File: src/rtl/uop_sequencer_pkg.sv
// Shared micro-op definitions for the curve microcode sequencer: field layout,
// opcode / source / destination / exec encodings and the sequencer state type.
package uop_sequencer_pkg;

    localparam int UOP_ADDR_W   = 6;
    localparam int UOP_DATA_W   = 20;
    localparam int UOP_OPCODE_W = 4;
    localparam int UOP_SRC_W    = 5;
    localparam int UOP_DST_W    = 4;
    localparam int UOP_EXEC_W   = 2;

    // Last program word; advancing past it is a runaway program.
    localparam logic [UOP_ADDR_W-1:0] UOP_ADDR_LAST = '1;

    // Word layout, MSB first: [19:16] opcode, [15:11] src_a, [10:6] src_b,
    // [5:2] dst, [1:0] exec.
    typedef struct packed {
        logic [UOP_OPCODE_W-1:0] opcode;
        logic [UOP_SRC_W-1:0]    src_a;
        logic [UOP_SRC_W-1:0]    src_b;
        logic [UOP_DST_W-1:0]    dst;
        logic [UOP_EXEC_W-1:0]   exec;
    } uop_word_t;

    // Opcodes. OPCODE_RDY terminates the program.
    localparam logic [UOP_OPCODE_W-1:0] OPCODE_NOP = 4'h0;
    localparam logic [UOP_OPCODE_W-1:0] OPCODE_MOV = 4'h1;
    localparam logic [UOP_OPCODE_W-1:0] OPCODE_ADD = 4'h2;
    localparam logic [UOP_OPCODE_W-1:0] OPCODE_SUB = 4'h3;
    localparam logic [UOP_OPCODE_W-1:0] OPCODE_MUL = 4'h4;
    localparam logic [UOP_OPCODE_W-1:0] OPCODE_INV = 4'h5;
    localparam logic [UOP_OPCODE_W-1:0] OPCODE_RDY = 4'hF;

    // Operand source selects.
    localparam logic [UOP_SRC_W-1:0] UOP_SRC_G_X = 5'd1;
    localparam logic [UOP_SRC_W-1:0] UOP_SRC_G_Y = 5'd2;
    localparam logic [UOP_SRC_W-1:0] UOP_SRC_ONE = 5'd3;

    // Destination selects.
    localparam logic [UOP_DST_W-1:0] UOP_DST_RX = 4'd1;
    localparam logic [UOP_DST_W-1:0] UOP_DST_RY = 4'd2;
    localparam logic [UOP_DST_W-1:0] UOP_DST_RZ = 4'd3;

    // Exec condition codes.
    localparam logic [UOP_EXEC_W-1:0] UOP_EXEC_ALWAYS     = 2'b00;
    localparam logic [UOP_EXEC_W-1:0] UOP_EXEC_IF_BIT_SET = 2'b01;
    localparam logic [UOP_EXEC_W-1:0] UOP_EXEC_IF_BIT_CLR = 2'b10;
    localparam logic [UOP_EXEC_W-1:0] UOP_EXEC_NEVER      = 2'b11;

    // Sequencer states, exported so the state can be observed externally.
    typedef enum logic [2:0] {
        ST_IDLE   = 3'd0,
        ST_FETCH  = 3'd1,
        ST_DECODE = 3'd2,
        ST_ISSUE  = 3'd3,
        ST_WAIT   = 3'd4
    } uop_state_e;

endpackage

File: src/rtl/uop_sequencer_if.sv
// Bundle of the sequencer's control, ROM and datapath signals.
// Handshakes: ena is a start pulse accepted only while rdy=1 (idle); the ROM
// returns uop_data one clock after uop_addr changes; op_trig is a one-cycle
// issue pulse, op_* stay valid from op_trig until the datapath answers with
// op_done (sampled only while the sequencer waits for it).
interface uop_sequencer_if;
    import uop_sequencer_pkg::*;

    logic                    ena;
    logic                    rdy;
    logic                    err;
    logic                    cond_bit;
    logic [UOP_ADDR_W-1:0]   uop_addr;
    logic [UOP_DATA_W-1:0]   uop_data;
    logic                    op_trig;
    logic [UOP_OPCODE_W-1:0] op_code;
    logic [UOP_SRC_W-1:0]    op_src_a;
    logic [UOP_SRC_W-1:0]    op_src_b;
    logic [UOP_DST_W-1:0]    op_dst;
    logic                    op_done;

    // Sequencer side.
    modport master (
        input  ena, cond_bit, uop_data, op_done,
        output rdy, err, uop_addr, op_trig, op_code, op_src_a, op_src_b, op_dst
    );

    // Environment side: top-level FSM, ROM and datapath.
    modport slave (
        output ena, cond_bit, uop_data, op_done,
        input  rdy, err, uop_addr, op_trig, op_code, op_src_a, op_src_b, op_dst
    );

endinterface

File: src/rtl/uop_sequencer.sv
// Microcode sequencer: walks the ROM from address 0, decodes each micro-op,
// gates it on its exec condition, issues it to the datapath and waits for
// completion. Stops at OPCODE_RDY, or flags err when the program runs off
// the end of the 64-word space.
module uop_sequencer
    import uop_sequencer_pkg::*;
(
    input  logic            clk,
    input  logic            rst,
    uop_sequencer_if.master bus,
    output uop_state_e      state_o
);

    uop_state_e              state_q;
    logic                    rdy_q;
    logic                    err_q;
    logic [UOP_ADDR_W-1:0]   addr_q;
    logic                    trig_q;
    logic [UOP_OPCODE_W-1:0] code_q;
    logic [UOP_SRC_W-1:0]    src_a_q;
    logic [UOP_SRC_W-1:0]    src_b_q;
    logic [UOP_DST_W-1:0]    dst_q;

    uop_word_t uop_w;
    logic      is_rdy;
    logic      exec_ok;
    logic      advance;
    logic      at_last;

    // Decode the ROM word and evaluate its exec condition against cond_bit.
    always_comb begin
        uop_w   = uop_word_t'(bus.uop_data);
        is_rdy  = (uop_w.opcode == OPCODE_RDY);
        exec_ok = 1'b0;
        case (uop_w.exec)
            UOP_EXEC_ALWAYS:     exec_ok = 1'b1;
            UOP_EXEC_IF_BIT_SET: exec_ok = bus.cond_bit;
            UOP_EXEC_IF_BIT_CLR: exec_ok = ~bus.cond_bit;
            default:             exec_ok = 1'b0;
        endcase
        // Move to the next word: a skipped word in DECODE or a completed op in WAIT.
        advance = ((state_q == ST_DECODE) && !is_rdy && !exec_ok) ||
                  ((state_q == ST_WAIT) && bus.op_done);
        at_last = (addr_q == UOP_ADDR_LAST);
    end

    // Sequencer FSM with registered outputs.
    always_ff @(posedge clk) begin
        if (rst) begin
            state_q <= ST_IDLE;
            rdy_q   <= 1'b1;
            err_q   <= 1'b0;
            addr_q  <= '0;
            trig_q  <= 1'b0;
            code_q  <= '0;
            src_a_q <= '0;
            src_b_q <= '0;
            dst_q   <= '0;
        end else begin
            trig_q <= 1'b0;
            case (state_q)
                ST_IDLE: begin
                    addr_q <= '0;
                    if (bus.ena) begin
                        state_q <= ST_FETCH;
                        rdy_q   <= 1'b0;
                        err_q   <= 1'b0;
                    end
                end
                // ROM read latency: the word for addr_q appears next cycle.
                ST_FETCH: state_q <= ST_DECODE;
                ST_DECODE: begin
                    if (is_rdy) begin
                        state_q <= ST_IDLE;
                        rdy_q   <= 1'b1;
                        addr_q  <= '0;
                    end else if (exec_ok) begin
                        state_q <= ST_ISSUE;
                        trig_q  <= 1'b1;
                        code_q  <= uop_w.opcode;
                        src_a_q <= uop_w.src_a;
                        src_b_q <= uop_w.src_b;
                        dst_q   <= uop_w.dst;
                    end
                end
                ST_ISSUE: state_q <= ST_WAIT;
                ST_WAIT:  ;
                default:  state_q <= ST_IDLE;
            endcase

            if (advance) begin
                if (at_last) begin
                    // Runaway program: no RDY before the end of the ROM.
                    state_q <= ST_IDLE;
                    rdy_q   <= 1'b1;
                    err_q   <= 1'b1;
                    addr_q  <= '0;
                end else begin
                    state_q <= ST_FETCH;
                    addr_q  <= addr_q + 1'b1;
                end
            end
        end
    end

    assign bus.rdy      = rdy_q;
    assign bus.err      = err_q;
    assign bus.uop_addr = addr_q;
    assign bus.op_trig  = trig_q;
    assign bus.op_code  = code_q;
    assign bus.op_src_a = src_a_q;
    assign bus.op_src_b = src_b_q;
    assign bus.op_dst   = dst_q;
    assign state_o      = state_q;

endmodule

File: src/flat_wrapper.sv
// flat-port wrapper written by rule: the top's interface ports become plain ports
module uop_sequencer_flat import uop_sequencer_pkg::*;
  (clk, rst, state_o, bus_ena, bus_cond_bit, bus_uop_data, bus_op_done, bus_rdy, bus_err, bus_uop_addr, bus_op_trig, bus_op_code, bus_op_src_a, bus_op_src_b, bus_op_dst);
  uop_sequencer_if bus_i ();
  input  logic clk;
  input  logic rst;
  output uop_state_e state_o;
  input wire logic [$bits(bus_i.ena)-1:0] bus_ena;
  input wire logic [$bits(bus_i.cond_bit)-1:0] bus_cond_bit;
  input wire logic [$bits(bus_i.uop_data)-1:0] bus_uop_data;
  input wire logic [$bits(bus_i.op_done)-1:0] bus_op_done;
  output wire logic [$bits(bus_i.rdy)-1:0] bus_rdy;
  output wire logic [$bits(bus_i.err)-1:0] bus_err;
  output wire logic [$bits(bus_i.uop_addr)-1:0] bus_uop_addr;
  output wire logic [$bits(bus_i.op_trig)-1:0] bus_op_trig;
  output wire logic [$bits(bus_i.op_code)-1:0] bus_op_code;
  output wire logic [$bits(bus_i.op_src_a)-1:0] bus_op_src_a;
  output wire logic [$bits(bus_i.op_src_b)-1:0] bus_op_src_b;
  output wire logic [$bits(bus_i.op_dst)-1:0] bus_op_dst;
  assign bus_i.ena = bus_ena;
  assign bus_i.cond_bit = bus_cond_bit;
  assign bus_i.uop_data = bus_uop_data;
  assign bus_i.op_done = bus_op_done;
  assign bus_rdy = bus_i.rdy;
  assign bus_err = bus_i.err;
  assign bus_uop_addr = bus_i.uop_addr;
  assign bus_op_trig = bus_i.op_trig;
  assign bus_op_code = bus_i.op_code;
  assign bus_op_src_a = bus_i.op_src_a;
  assign bus_op_src_b = bus_i.op_src_b;
  assign bus_op_dst = bus_i.op_dst;
  uop_sequencer u_core (.clk(clk), .rst(rst), .bus(bus_i), .state_o(state_o));
endmodule
File: config.mk
export PLATFORM = sky130hd
export DESIGN_NAME = uop_sequencer_flat
export DESIGN_NICKNAME = d
export VERILOG_FILES = /design/src/rtl/uop_sequencer_pkg.sv /design/src/rtl/uop_sequencer_if.sv /design/src/rtl/uop_sequencer.sv /design/src/flat_wrapper.sv
export SDC_FILE = /design/constraint.sdc
export NUM_CORES = 1
export LEC_CHECK = 0
export ABC_AREA = 1
export CORE_ASPECT_RATIO = 1.5
export CORE_MARGIN = 4
export CORE_UTILIZATION = 45
export DETAILED_ROUTE_END_ITERATION = 16
export PLACE_DENSITY = 0.84
export SETUP_SLACK_MARGIN = 0.02
export SYNTH_ARGS = -nofsm -noshare
export SYNTH_HDL_FRONTEND = slang
export SYNTH_SLANG_ARGS = --single-unit
File: constraint.sdc
create_clock -name clk -period 3.9 [get_ports clk]
set_clock_uncertainty 0.15 [all_clocks]
set_input_delay 0.78 -clock clk [delete_from_list [all_inputs] [get_ports clk]]
set_output_delay 0.78 -clock clk [all_outputs]
set_load 0.03 [all_outputs]
; ---- Yosys cells after proc, flatten, opt, wreduce, memory -nomap -nowiden
; Index checks and enable logic that the tools add are counted.
[op_classes]
mux = 21
bitwise_logic = 3
reduce_logical = 13
add_sub_neg = 1
eq_ne = 12
[op_table]
columns = op, count
row1 = $mux W6, 3
row2 = $pmux W3 S5, 1
row3 = $mux W3, 4
row4 = $pmux W6 S2, 1
row5 = $mux W1, 10
row6 = $add A6 B1 Y6 const B, 1
row7 = $eq A3 B2 Y1 const B, 2
row8 = $eq A6 B6 Y1 const B, 1
row9 = $reduce_and A3 Y1, 2
row10 = $eq A4 B4 Y1 const B, 1
row11 = $ne A4 B1 Y1 const B, 1
row12 = $eq A3 B1 Y1 const B, 1
row13 = $eq A3 B3 Y1 const B, 1
row14 = $logic_and A1 B1 Y1, 3
row15 = $logic_not A3 Y1, 1
row16 = $ne A3 B1 Y1 const B, 1
row17 = $ne A3 B2 Y1 const B, 1
row18 = $not A1 Y1, 3
row19 = $pmux W1 S3, 1
row20 = $reduce_bool A3 Y1, 1
row21 = $reduce_or A3 Y1, 1
row22 = $eq A2 B1 Y1 const B, 1
row23 = $eq A2 B2 Y1 const B, 1
row24 = $logic_not A1 Y1, 2
row25 = 5 further kinds, 5
[word_totals]
out_inout_bits = 30
inputBits = 25
ff_bits = 30

; ---- Longest topological paths before layout
; Gate-level depths: netlist (run 1).
[logic_depth]
depth_word = 7
depth_mapped = 9
ltp_nobuf = 9

; ---- Least setup slack after synthesis (run 1)
; OpenSTA, ideal clock, no wires.
[synth_timing]
kind = input-to-reg
start = input bus_uop_data[19]
end = register u_core.src_b_q[1] (netlist: u_core.bus.op_src_b[1])
cell_stages = 7
setup_slack_ns = 2.115
arrival_ns = 1.515
required_ns = 3.631
setup_ns = 0.119
cell_sequence = nand2_1 > inv_1 > nand2_1 > nand4_4 > buf_2 > o21ai_0 > a21oi_1
[synth_between]
elab_chain_len = 3
[synth_rtl]
columns = item, line_no
row1 = from (decl), flat_wrapper.sv:10  ; input wire logic [$bits(bus_i.uop_data)-1:0] bus_uop_data;
row2 = $eq A4 B4 Y1, uop_sequencer.sv:33  ; is_rdy = (uop_w.opcode == OPCODE_RDY);
row3 = $not A1 Y1 (no line), -
row4 = $reduce_and A3 Y1 (no line), -
row5 = to (signal assigned), uop_sequencer.sv:82  ; src_b_q <= uop_w.src_b;
row6 = to (decl), uop_sequencer.sv:21  ; logic [UOP_SRC_W-1:0] src_b_q;
; Every way passes these cells.
; A chain may end at the register's enable or synchronous reset.

; ---- Worst setup path in the final report (run 1)
[layout_timing]
start = register u_core.state_q[2] (netlist: u_core.state_o[2])
end = output state_o[2]
[layout_rtl]
columns = item, line_no
row1 = from (decl), uop_sequencer.sv:14  ; uop_state_e state_q;
row2 = from (signal assigned), uop_sequencer.sv:50  ; state_q <= ST_IDLE;
row3 = from (signal assigned), uop_sequencer.sv:65  ; state_q <= ST_FETCH;
row4 = from (signal assigned), uop_sequencer.sv:71  ; ST_FETCH: state_q <= ST_DECODE;
row5 = to (decl), flat_wrapper.sv:7  ; output uop_state_e state_o;
; No word-level cell between the ends.

==> run_summary.xml, run 1 <==
<?xml version="1.0" encoding="UTF-8"?>
<metrics>
  <group name="outcome">
    <metric name="outcome" unit="">finished clean</metric>
  </group>
  <group name="clocking">
    <metric name="clk-insertion-delay-late" unit="ps">280</metric>
    <metric name="clock-root-buffer" unit="">sky130_fd_sc_hd__clkbuf_8</metric>
    <metric name="cts_buffer_depth" unit="">2</metric>
    <metric name="tritoncts_clock_tree" unit="">yes</metric>
    <metric name="clock-sinks" unit="">30</metric>
    <metric name="cts-hold-fix-buffers" unit="">0</metric>
    <metric name="cts_repair_resize_count" unit="">0</metric>
    <metric name="cts_setup_buffers" unit="">0</metric>
    <metric name="cts.reportedPaths.clkPinSlew" unit="ps">60</metric>
    <metric name="h_tree_depth" unit="">2</metric>
    <metric name="cts-buffers-inserted" unit="">5</metric>
  </group>
  <group name="logic_synthesis">
    <metric name="netlist_top_cells_area" unit="">sky130_fd_sc_hd__dfxtp_1, sky130_fd_sc_hd__a21oi_1, sky130_fd_sc_hd__nand2_1</metric>
    <metric name="mapped_cell_area" unit="um2">1310</metric>
    <metric name="post_synth_num_cell_types" unit="">23</metric>
    <metric name="count_of_flip_flops_with_a_built_in_enable_after_synthesis" unit="">0</metric>
    <metric name="yosys_warnings" unit="">0</metric>
    <metric name="commonest_register_cell_after_synthesis" unit="">sky130_fd_sc_hd__dfxtp_1</metric>
    <metric name="synth-seq-cells" unit="">30</metric>
    <metric name="mappedNetlistNets" unit="">201</metric>
    <metric name="syn-instance-count" unit="">175</metric>
    <metric name="synth.top_cells.by_count" unit="">sky130_fd_sc_hd__dfxtp_1, sky130_fd_sc_hd__nand2_1, sky130_fd_sc_hd__inv_1</metric>
    <metric name="ys_seq_area_share" unit="%">45.9</metric>
    <metric name="synthArstFlopShare" unit="%">0</metric>
    <metric name="synth_top_area_share" unit="%">45.9</metric>
    <metric name="syn_avg_cell_area" unit="um2">7.48</metric>
    <metric name="netlist.top_cell.by_area" unit="">sky130_fd_sc_hd__dfxtp_1</metric>
  </group>
  <group name="worst_setup_path">
    <metric name="critical_path.n_buffers_inverters" unit="">1</metric>
    <metric name="regToRegStartpoint" unit="">u_core.bus.uop_addr[0]</metric>
    <metric name="worst_setup_slack_for_register_to_register_paths" unit="ps">2160</metric>
    <metric name="critPathRequiredTime" unit="ps">2970</metric>
    <metric name="worst_setup_path_start_kind" unit="">register</metric>
    <metric name="path_depth" unit="">1</metric>
    <metric name="critical_path_cell_with_the_highest_stage_delay" unit="">sky130_fd_sc_hd__clkdlybuf4s50_1</metric>
    <metric name="worst_path_largest_cell_delay" unit="ps">730</metric>
    <metric name="timing.reg2reg.worst_path_depth" unit="">8</metric>
    <metric name="startpoint" unit="">u_core.state_o[2]</metric>
    <metric name="timing.rr.end" unit="">u_core.bus.uop_addr[0]</metric>
    <metric name="critPathArrivalTime" unit="ps">1480</metric>
    <metric name="crit_path_max_fanout" unit="">5</metric>
    <metric name="timing_worst_setup_path_type" unit="">register to output pin</metric>
    <metric name="critical_path.endpoint" unit="">state_o[2]</metric>
    <metric name="crit_path_cell_trace" unit="">clkdlybuf4s50_1</metric>
    <metric name="end_kind" unit="">output pin</metric>
    <metric name="path_delay_family" unit="">buffers and inverters</metric>
  </group>
  <group name="final_layout">
    <metric name="fin_util" unit="%">71.3</metric>
    <metric name="design.final.nets" unit="">257</metric>
    <metric name="antenna-diode-count" unit="">0</metric>
    <metric name="area_grow_syn2layout" unit="%">48.9</metric>
    <metric name="layout-drive-gt1-share" unit="%">6.93</metric>
    <metric name="fin_area" unit="um2">1950</metric>
  </group>
  <group name="timing">
    <metric name="relSlewSlack" unit="%">59.8</metric>
    <metric name="worst_pin_slew" unit="ps">603</metric>
    <metric name="timing_hold_violations_final" unit="">0</metric>
    <metric name="finalCriticalPeriod" unit="ps">2410</metric>
    <metric name="rsz_0062_raised_after_global_routing" unit="">no</metric>
    <metric name="setup_total_negative_slack" unit="ps">0</metric>
    <metric name="report.final.slew_viol_count" unit="">0</metric>
    <metric name="fmax" unit="GHz">0.415</metric>
    <metric name="min_period_over_period" unit="%">61.7</metric>
    <metric name="timing.final.setup_violations" unit="">0</metric>
    <metric name="finalHoldWorstSlack" unit="ps">292</metric>
  </group>
  <group name="grt">
    <metric name="gr-usage-met3" unit="%">5.21</metric>
    <metric name="grt_util_met2" unit="%">29.7</metric>
    <metric name="grt_most_used_layer" unit="">met2</metric>
    <metric name="pin_count_of_the_biggest_net_entering_global_routing" unit="">38</metric>
    <metric name="grt_util_met1" unit="%">17.9</metric>
    <metric name="grt_pass1_vias" unit="">1190</metric>
    <metric name="globalRoute.totalOverflow" unit="">0</metric>
    <metric name="antenna_found_initial" unit="">0</metric>
    <metric name="grt_pass1_wl" unit="mm">4.95</metric>
    <metric name="grt_util_all_layers" unit="%">17.5</metric>
  </group>
  <group name="die">
    <metric name="die_area" unit="um2">3850</metric>
    <metric name="floorplan.die.width" unit="um">52.0</metric>
    <metric name="rows" unit="">23</metric>
    <metric name="fp.dieH" unit="um">74.1</metric>
    <metric name="io_pins" unit="">55</metric>
    <metric name="initial_utilization" unit="%">47.9</metric>
    <metric name="core_area" unit="um2">2730</metric>
  </group>
  <group name="power_and_ir_drop">
    <metric name="peakVddDrop" unit="V">0.000295</metric>
    <metric name="tot_pwr" unit="W">0.00105</metric>
    <metric name="power_per_cell_area" unit="nW/um2">539</metric>
    <metric name="static-leakage-power" unit="nW">0.714</metric>
  </group>
  <group name="routing">
    <metric name="route.detailed.wl_per_inst" unit="um">11.4</metric>
    <metric name="dr_total_vias" unit="">1317</metric>
    <metric name="drc_errors" unit="">0</metric>
    <metric name="drtAntennaViolNets" unit="">0</metric>
    <metric name="first_pass_drt_iterations" unit="">4</metric>
    <metric name="detail_route.iter0.violations" unit="">28</metric>
    <metric name="wl" unit="mm">3.07</metric>
    <metric name="vias_per_cell" unit="">4.91</metric>
  </group>
  <group name="placed_design">
    <metric name="portBuffers" unit="">54</metric>
    <metric name="routabilityCongestion" unit="">0.790</metric>
    <metric name="postPlaceCellArea" unit="um2">1870</metric>
    <metric name="place_hpwl" unit="mm">2.34</metric>
  </group>
  <group name="flow_run">
    <metric name="maxCapViolations" unit="">0</metric>
  </group>
  <group name="worst_hold_path">
    <metric name="hold_path_class" unit="">register to register</metric>
  </group>
</metrics>
==> worst reg2reg max path: stages, from the launching register on <==
cell	delay, ps
sky130_fd_sc_hd__dfxtp_1	460
sky130_fd_sc_hd__ha_1	210
sky130_fd_sc_hd__nand2_1	70
sky130_fd_sc_hd__nor2_1	110
sky130_fd_sc_hd__nand2_1	80
sky130_fd_sc_hd__nor2_1	210
sky130_fd_sc_hd__inv_1	110
sky130_fd_sc_hd__a21oi_1	170
sky130_fd_sc_hd__nor2_1	60
==> stage by stage <==
stage          setup slack (ps)  cells
2_1_floorplan              2120    175
3_3_place_gp               1410    261
3_5_place_dp               1370    261
4_1_cts                    1490    268
5_1_grt                    1450    268
6_report                   1490    268
==> sequential cells by signal, summed over array words and instances, names as in the netlist <==
signal,cells
u_core.bus.op_trig,1
u_core.bus.op_src_b,5
u_core.bus.op_code,4
u_core.bus.uop_addr,6
u_core.bus.rdy,1
u_core.state_o,3
u_core.bus.op_dst,4
u_core.bus.err,1
u_core.bus.op_src_a,5
==> cell families (layout without fill, tap and decap cells) <==
| group | count (synthesis) | in the layout | share of synthesized area, % |
|---|---|---|---|
| simple gates | 57 | 57 | 22.3 |
| compound gates | 51 | 51 | 20.2 |
| buf+inv | 36 | 92 | 10.7 |
| flops | 30 | 30 | 45.9 |
| fa+ha+maj | 1 | 1 | 0.956 |
==> power breakdown <==
| part | leakage (nW) | switching [W] | internal (W) |
|---|---|---|---|
| clock network | 0.0383 | 0.000104 | 0.000122 |
| logic | 0.432 | 0.000252 | 0.000167 |
| registers | 0.244 | 0.0000432 | 0.000362 |
==> cell usage in the layout, fill, tap and decap left out, drive strengths merged <==
cell,n
nand2,33
clkbuf,7
a21oi,27
o21ai,21
nand4,6
a31oi,1
nor3,2
nor2,8
ha,1
o22ai,1
inv,31
dfxtp,30
nand3,8
a211oi,1
clkdlybuf4s50,54
==> worst min path at each step <==
stage	from	end	cells past startpoint
6_report	u_core.bus.op_dst[0]	u_core.bus.op_dst[0]	2
5_1_grt	u_core.bus.op_dst[0]	u_core.bus.op_dst[0]	2
4_1_cts	u_core.bus.op_dst[0]	u_core.bus.op_dst[0]	2
3_5_place_dp	u_core.bus.op_dst[0]	u_core.bus.op_dst[0]	2
3_3_place_gp	u_core.bus.op_code[2]	u_core.bus.op_code[2]	2
2_1_floorplan	u_core.bus.op_dst[0]	u_core.bus.op_dst[0]	2
==> layout make-up <==
class | count | area (um2)
Fill cell | 240 | 786
Sequential cell | 30 | 601
Multi-Input combinational cell | 109 | 568
Timing Repair Buffer | 54 | 541
Inverter | 31 | 116
Clock buffer | 7 | 76.3
Tap cell | 37 | 46.3
==> per-layer routing <==
metal	share of wire (%)	up-vias
met5	0	-
met4	3.8	0
met3	6.6	11
met2	49	43
met1	40	581
li1	-	682
Power figures use the tool's default switching activity.
==> inputs of run 2 (changes only) <==
--- a/config.mk
+++ b/config.mk
@@ -8,9 +8,9 @@
 export ABC_AREA = 1
 export CORE_ASPECT_RATIO = 1.5
 export CORE_MARGIN = 4
-export CORE_UTILIZATION = 45
+export CORE_UTILIZATION = 38
 export DETAILED_ROUTE_END_ITERATION = 16
-export PLACE_DENSITY = 0.84
+export PLACE_DENSITY = 0.76
 export SETUP_SLACK_MARGIN = 0.02
 export SYNTH_ARGS = -nofsm -noshare
 export SYNTH_HDL_FRONTEND = slang
==> constraint.sdc (replaced) <==
create_clock -name clk -period 2.1 [get_ports clk]
set_clock_uncertainty 0.15 [all_clocks]
set_input_delay 0.42 -clock clk [delete_from_list [all_inputs] [get_ports clk]]
set_output_delay 0.42 -clock clk [all_outputs]
set_load 0.03 [all_outputs]
==> run_summary.xml, run 2 (synthesized netlist as in run 1, its figures left out) <==
<?xml version="1.0" encoding="UTF-8"?>
<metrics>
  <group name="outcome">
    <metric name="outcome" unit="">finished clean</metric>
  </group>
  <group name="clocking">
    <metric name="clock-root-buffer" unit="">sky130_fd_sc_hd__clkbuf_8</metric>
    <metric name="cts_buffer_depth" unit="">2</metric>
    <metric name="h_tree_depth" unit="">2</metric>
    <metric name="clock-sinks" unit="">30</metric>
    <metric name="tritoncts_clock_tree" unit="">yes</metric>
    <metric name="cts-hold-fix-buffers" unit="">0</metric>
    <metric name="cts-buffers-inserted" unit="">5</metric>
    <metric name="cts_setup_buffers" unit="">0</metric>
    <metric name="cts.reportedPaths.clkPinSlew" unit="ps">60</metric>
    <metric name="clk-insertion-delay-late" unit="ps">280</metric>
  </group>
  <group name="final_layout">
    <metric name="design.final.nets" unit="">261</metric>
    <metric name="most_common_cell_after_layout_fill_and_taps_aside" unit="">sky130_fd_sc_hd__clkdlybuf4s50_1</metric>
    <metric name="largest_reg_flops" unit="">6</metric>
    <metric name="mostFrequentLayoutCells" unit="">sky130_fd_sc_hd__clkdlybuf4s50_1, sky130_fd_sc_hd__nand2_1, sky130_fd_sc_hd__dfxtp_1</metric>
    <metric name="fillerInstances" unit="">287</metric>
    <metric name="layout-drive-gt1-share" unit="%">9.75</metric>
    <metric name="area_grow_syn2layout" unit="%">55.4</metric>
    <metric name="antenna-diode-count" unit="">0</metric>
  </group>
  <group name="timing">
    <metric name="min_period_over_period" unit="%">94.8</metric>
    <metric name="relSlewSlack" unit="%">77.2</metric>
    <metric name="rsz_0062_raised_after_global_routing" unit="">no</metric>
    <metric name="finalCriticalPeriod" unit="ps">1990</metric>
    <metric name="setup_total_negative_slack" unit="ps">0</metric>
    <metric name="fmax" unit="GHz">0.502</metric>
    <metric name="timing_hold_violations_final" unit="">0</metric>
    <metric name="report.final.slew_viol_count" unit="">0</metric>
    <metric name="timing.final.setup_violations" unit="">0</metric>
    <metric name="worst_pin_slew" unit="ps">341</metric>
  </group>
  <group name="worst_setup_path">
    <metric name="worst_setup_path_start_kind" unit="">register</metric>
    <metric name="critical_path.n_buffers_inverters" unit="">1</metric>
    <metric name="crit_path_max_fanout" unit="">6</metric>
    <metric name="timing_worst_setup_path_type" unit="">register to output pin</metric>
    <metric name="critPathRequiredTime" unit="ps">1530</metric>
    <metric name="end_kind" unit="">output pin</metric>
    <metric name="worst_path_largest_cell_delay" unit="ps">710</metric>
    <metric name="path_delay_family" unit="">buffers and inverters</metric>
    <metric name="critPathArrivalTime" unit="ps">1420</metric>
    <metric name="crit_path_cell_trace" unit="">clkdlybuf4s50_1</metric>
    <metric name="critical_path_cell_with_the_highest_stage_delay" unit="">sky130_fd_sc_hd__clkdlybuf4s50_1</metric>
  </group>
  <group name="die">
    <metric name="core_area" unit="um2">3220</metric>
    <metric name="rows" unit="">25</metric>
    <metric name="fp.dieH" unit="um">79.9</metric>
    <metric name="io_pins" unit="">55</metric>
    <metric name="floorplan.die.width" unit="um">55.9</metric>
    <metric name="die_area" unit="um2">4470</metric>
    <metric name="initial_utilization" unit="%">40.6</metric>
  </group>
  <group name="power_and_ir_drop">
    <metric name="internal_power" unit="W">0.00133</metric>
    <metric name="pwr-share-comb" unit="%">38.2</metric>
    <metric name="netSwitchingFraction" unit="%">36.2</metric>
    <metric name="tot_pwr" unit="W">0.00209</metric>
    <metric name="power.clock.fraction" unit="%">26.0</metric>
    <metric name="sequentialPowerShare" unit="%">35.7</metric>
    <metric name="power_per_cell_area" unit="nW/um2">1030</metric>
    <metric name="total_switching_power" unit="W">0.000758</metric>
    <metric name="peakVddDrop" unit="V">0.000760</metric>
    <metric name="static-leakage-power" unit="nW">0.794</metric>
  </group>
  <group name="routing">
    <metric name="vias_per_cell" unit="">4.83</metric>
    <metric name="wl" unit="mm">3.20</metric>
    <metric name="dr_total_vias" unit="">1334</metric>
    <metric name="drc_errors" unit="">0</metric>
    <metric name="drtAntennaViolNets" unit="">0</metric>
    <metric name="detail_route.iter0.violations" unit="">28</metric>
    <metric name="first_pass_drt_iterations" unit="">4</metric>
    <metric name="route.detailed.wl_per_inst" unit="um">11.6</metric>
  </group>
  <group name="flow_run">
    <metric name="maxCapViolations" unit="">0</metric>
  </group>
  <group name="grt">
    <metric name="grt_pass1_wl" unit="mm">5.18</metric>
    <metric name="grt_util_all_layers" unit="%">15.0</metric>
    <metric name="antenna_found_initial" unit="">0</metric>
    <metric name="pin_count_of_the_biggest_net_entering_global_routing" unit="">26</metric>
    <metric name="globalRoute.totalOverflow" unit="">0</metric>
    <metric name="grt_pass1_vias" unit="">1229</metric>
  </group>
  <group name="placed_design">
    <metric name="routabilityCongestion" unit="">0.828</metric>
    <metric name="place_hpwl" unit="mm">2.44</metric>
    <metric name="portBuffers" unit="">54</metric>
  </group>
  <group name="worst_hold_path">
    <metric name="hold_path_class" unit="">register to register</metric>
  </group>
</metrics>
run 2: per-layer routing:
layer	routed length [um]	track usage, %
met4	56	7.13
met3	221	6.15
met1	1210	13.1
met2	1710	29.0
met5	0	0
run 2: layout make-up:
cell class / instances / area (um2) / share of cell area [%]
Clock buffer: 8 / 110 / 5.42
Inverter: 31 / 116 / 5.72
Tap cell: 40 / 50.0 / 2.46
Timing Repair Buffer: 58 / 588 / 28.9
Sequential cell: 30 / 601 / 29.5
Multi-Input combinational cell: 109 / 568 / 27.9
run 2: path summary, 6_finish.rpt:
| check | from | end | slack [ps] | cells after the start |
|---|---|---|---|---|
| worst max-delay path | u_core.state_o[0] | state_o[0] | 110 | 1 |
| worst min-delay path | u_core.bus.op_dst[3] | u_core.bus.op_dst[3] | 290 | 2 |
| worst max register to register | u_core.bus.uop_addr[0] | u_core.bus.uop_addr[0] | 320 | 8 |
| worst min register to register | u_core.bus.op_dst[3] | u_core.bus.op_dst[3] | 290 | 2 |
run 2: what timing repair did:
action | in CTS | in global routing
setup endpoints to repair | 0 | 2
resized for setup | 0 | 2
endpoints found under the hold margin | 0 | 0
run 2: per-stage QoR:
stage                     cell area, um2  instances  util, %  hold slack [ps]  setup WS (ps)
final                               2030        276     63.1              291            109
after global routing                2030        276     63.1              313           59.7
after CTS                           2030        276     63.0              293           40.9
after detailed placement            1920        268     59.5              284            112
after global placement              1920        268     59.5              279            153
after floorplan                     1310        175        -              332            321
run 2: power by group through the flow:
stage               registers (W)  clock network (W)  logic [W]
floorplan                0.000955                  0   0.000287
global placement         0.000758                  0   0.000801
detailed placement       0.000760                  0   0.000807
CTS                      0.000748           0.000559   0.000809
global route             0.000764           0.000582   0.000871
finish                   0.000748           0.000545   0.000800
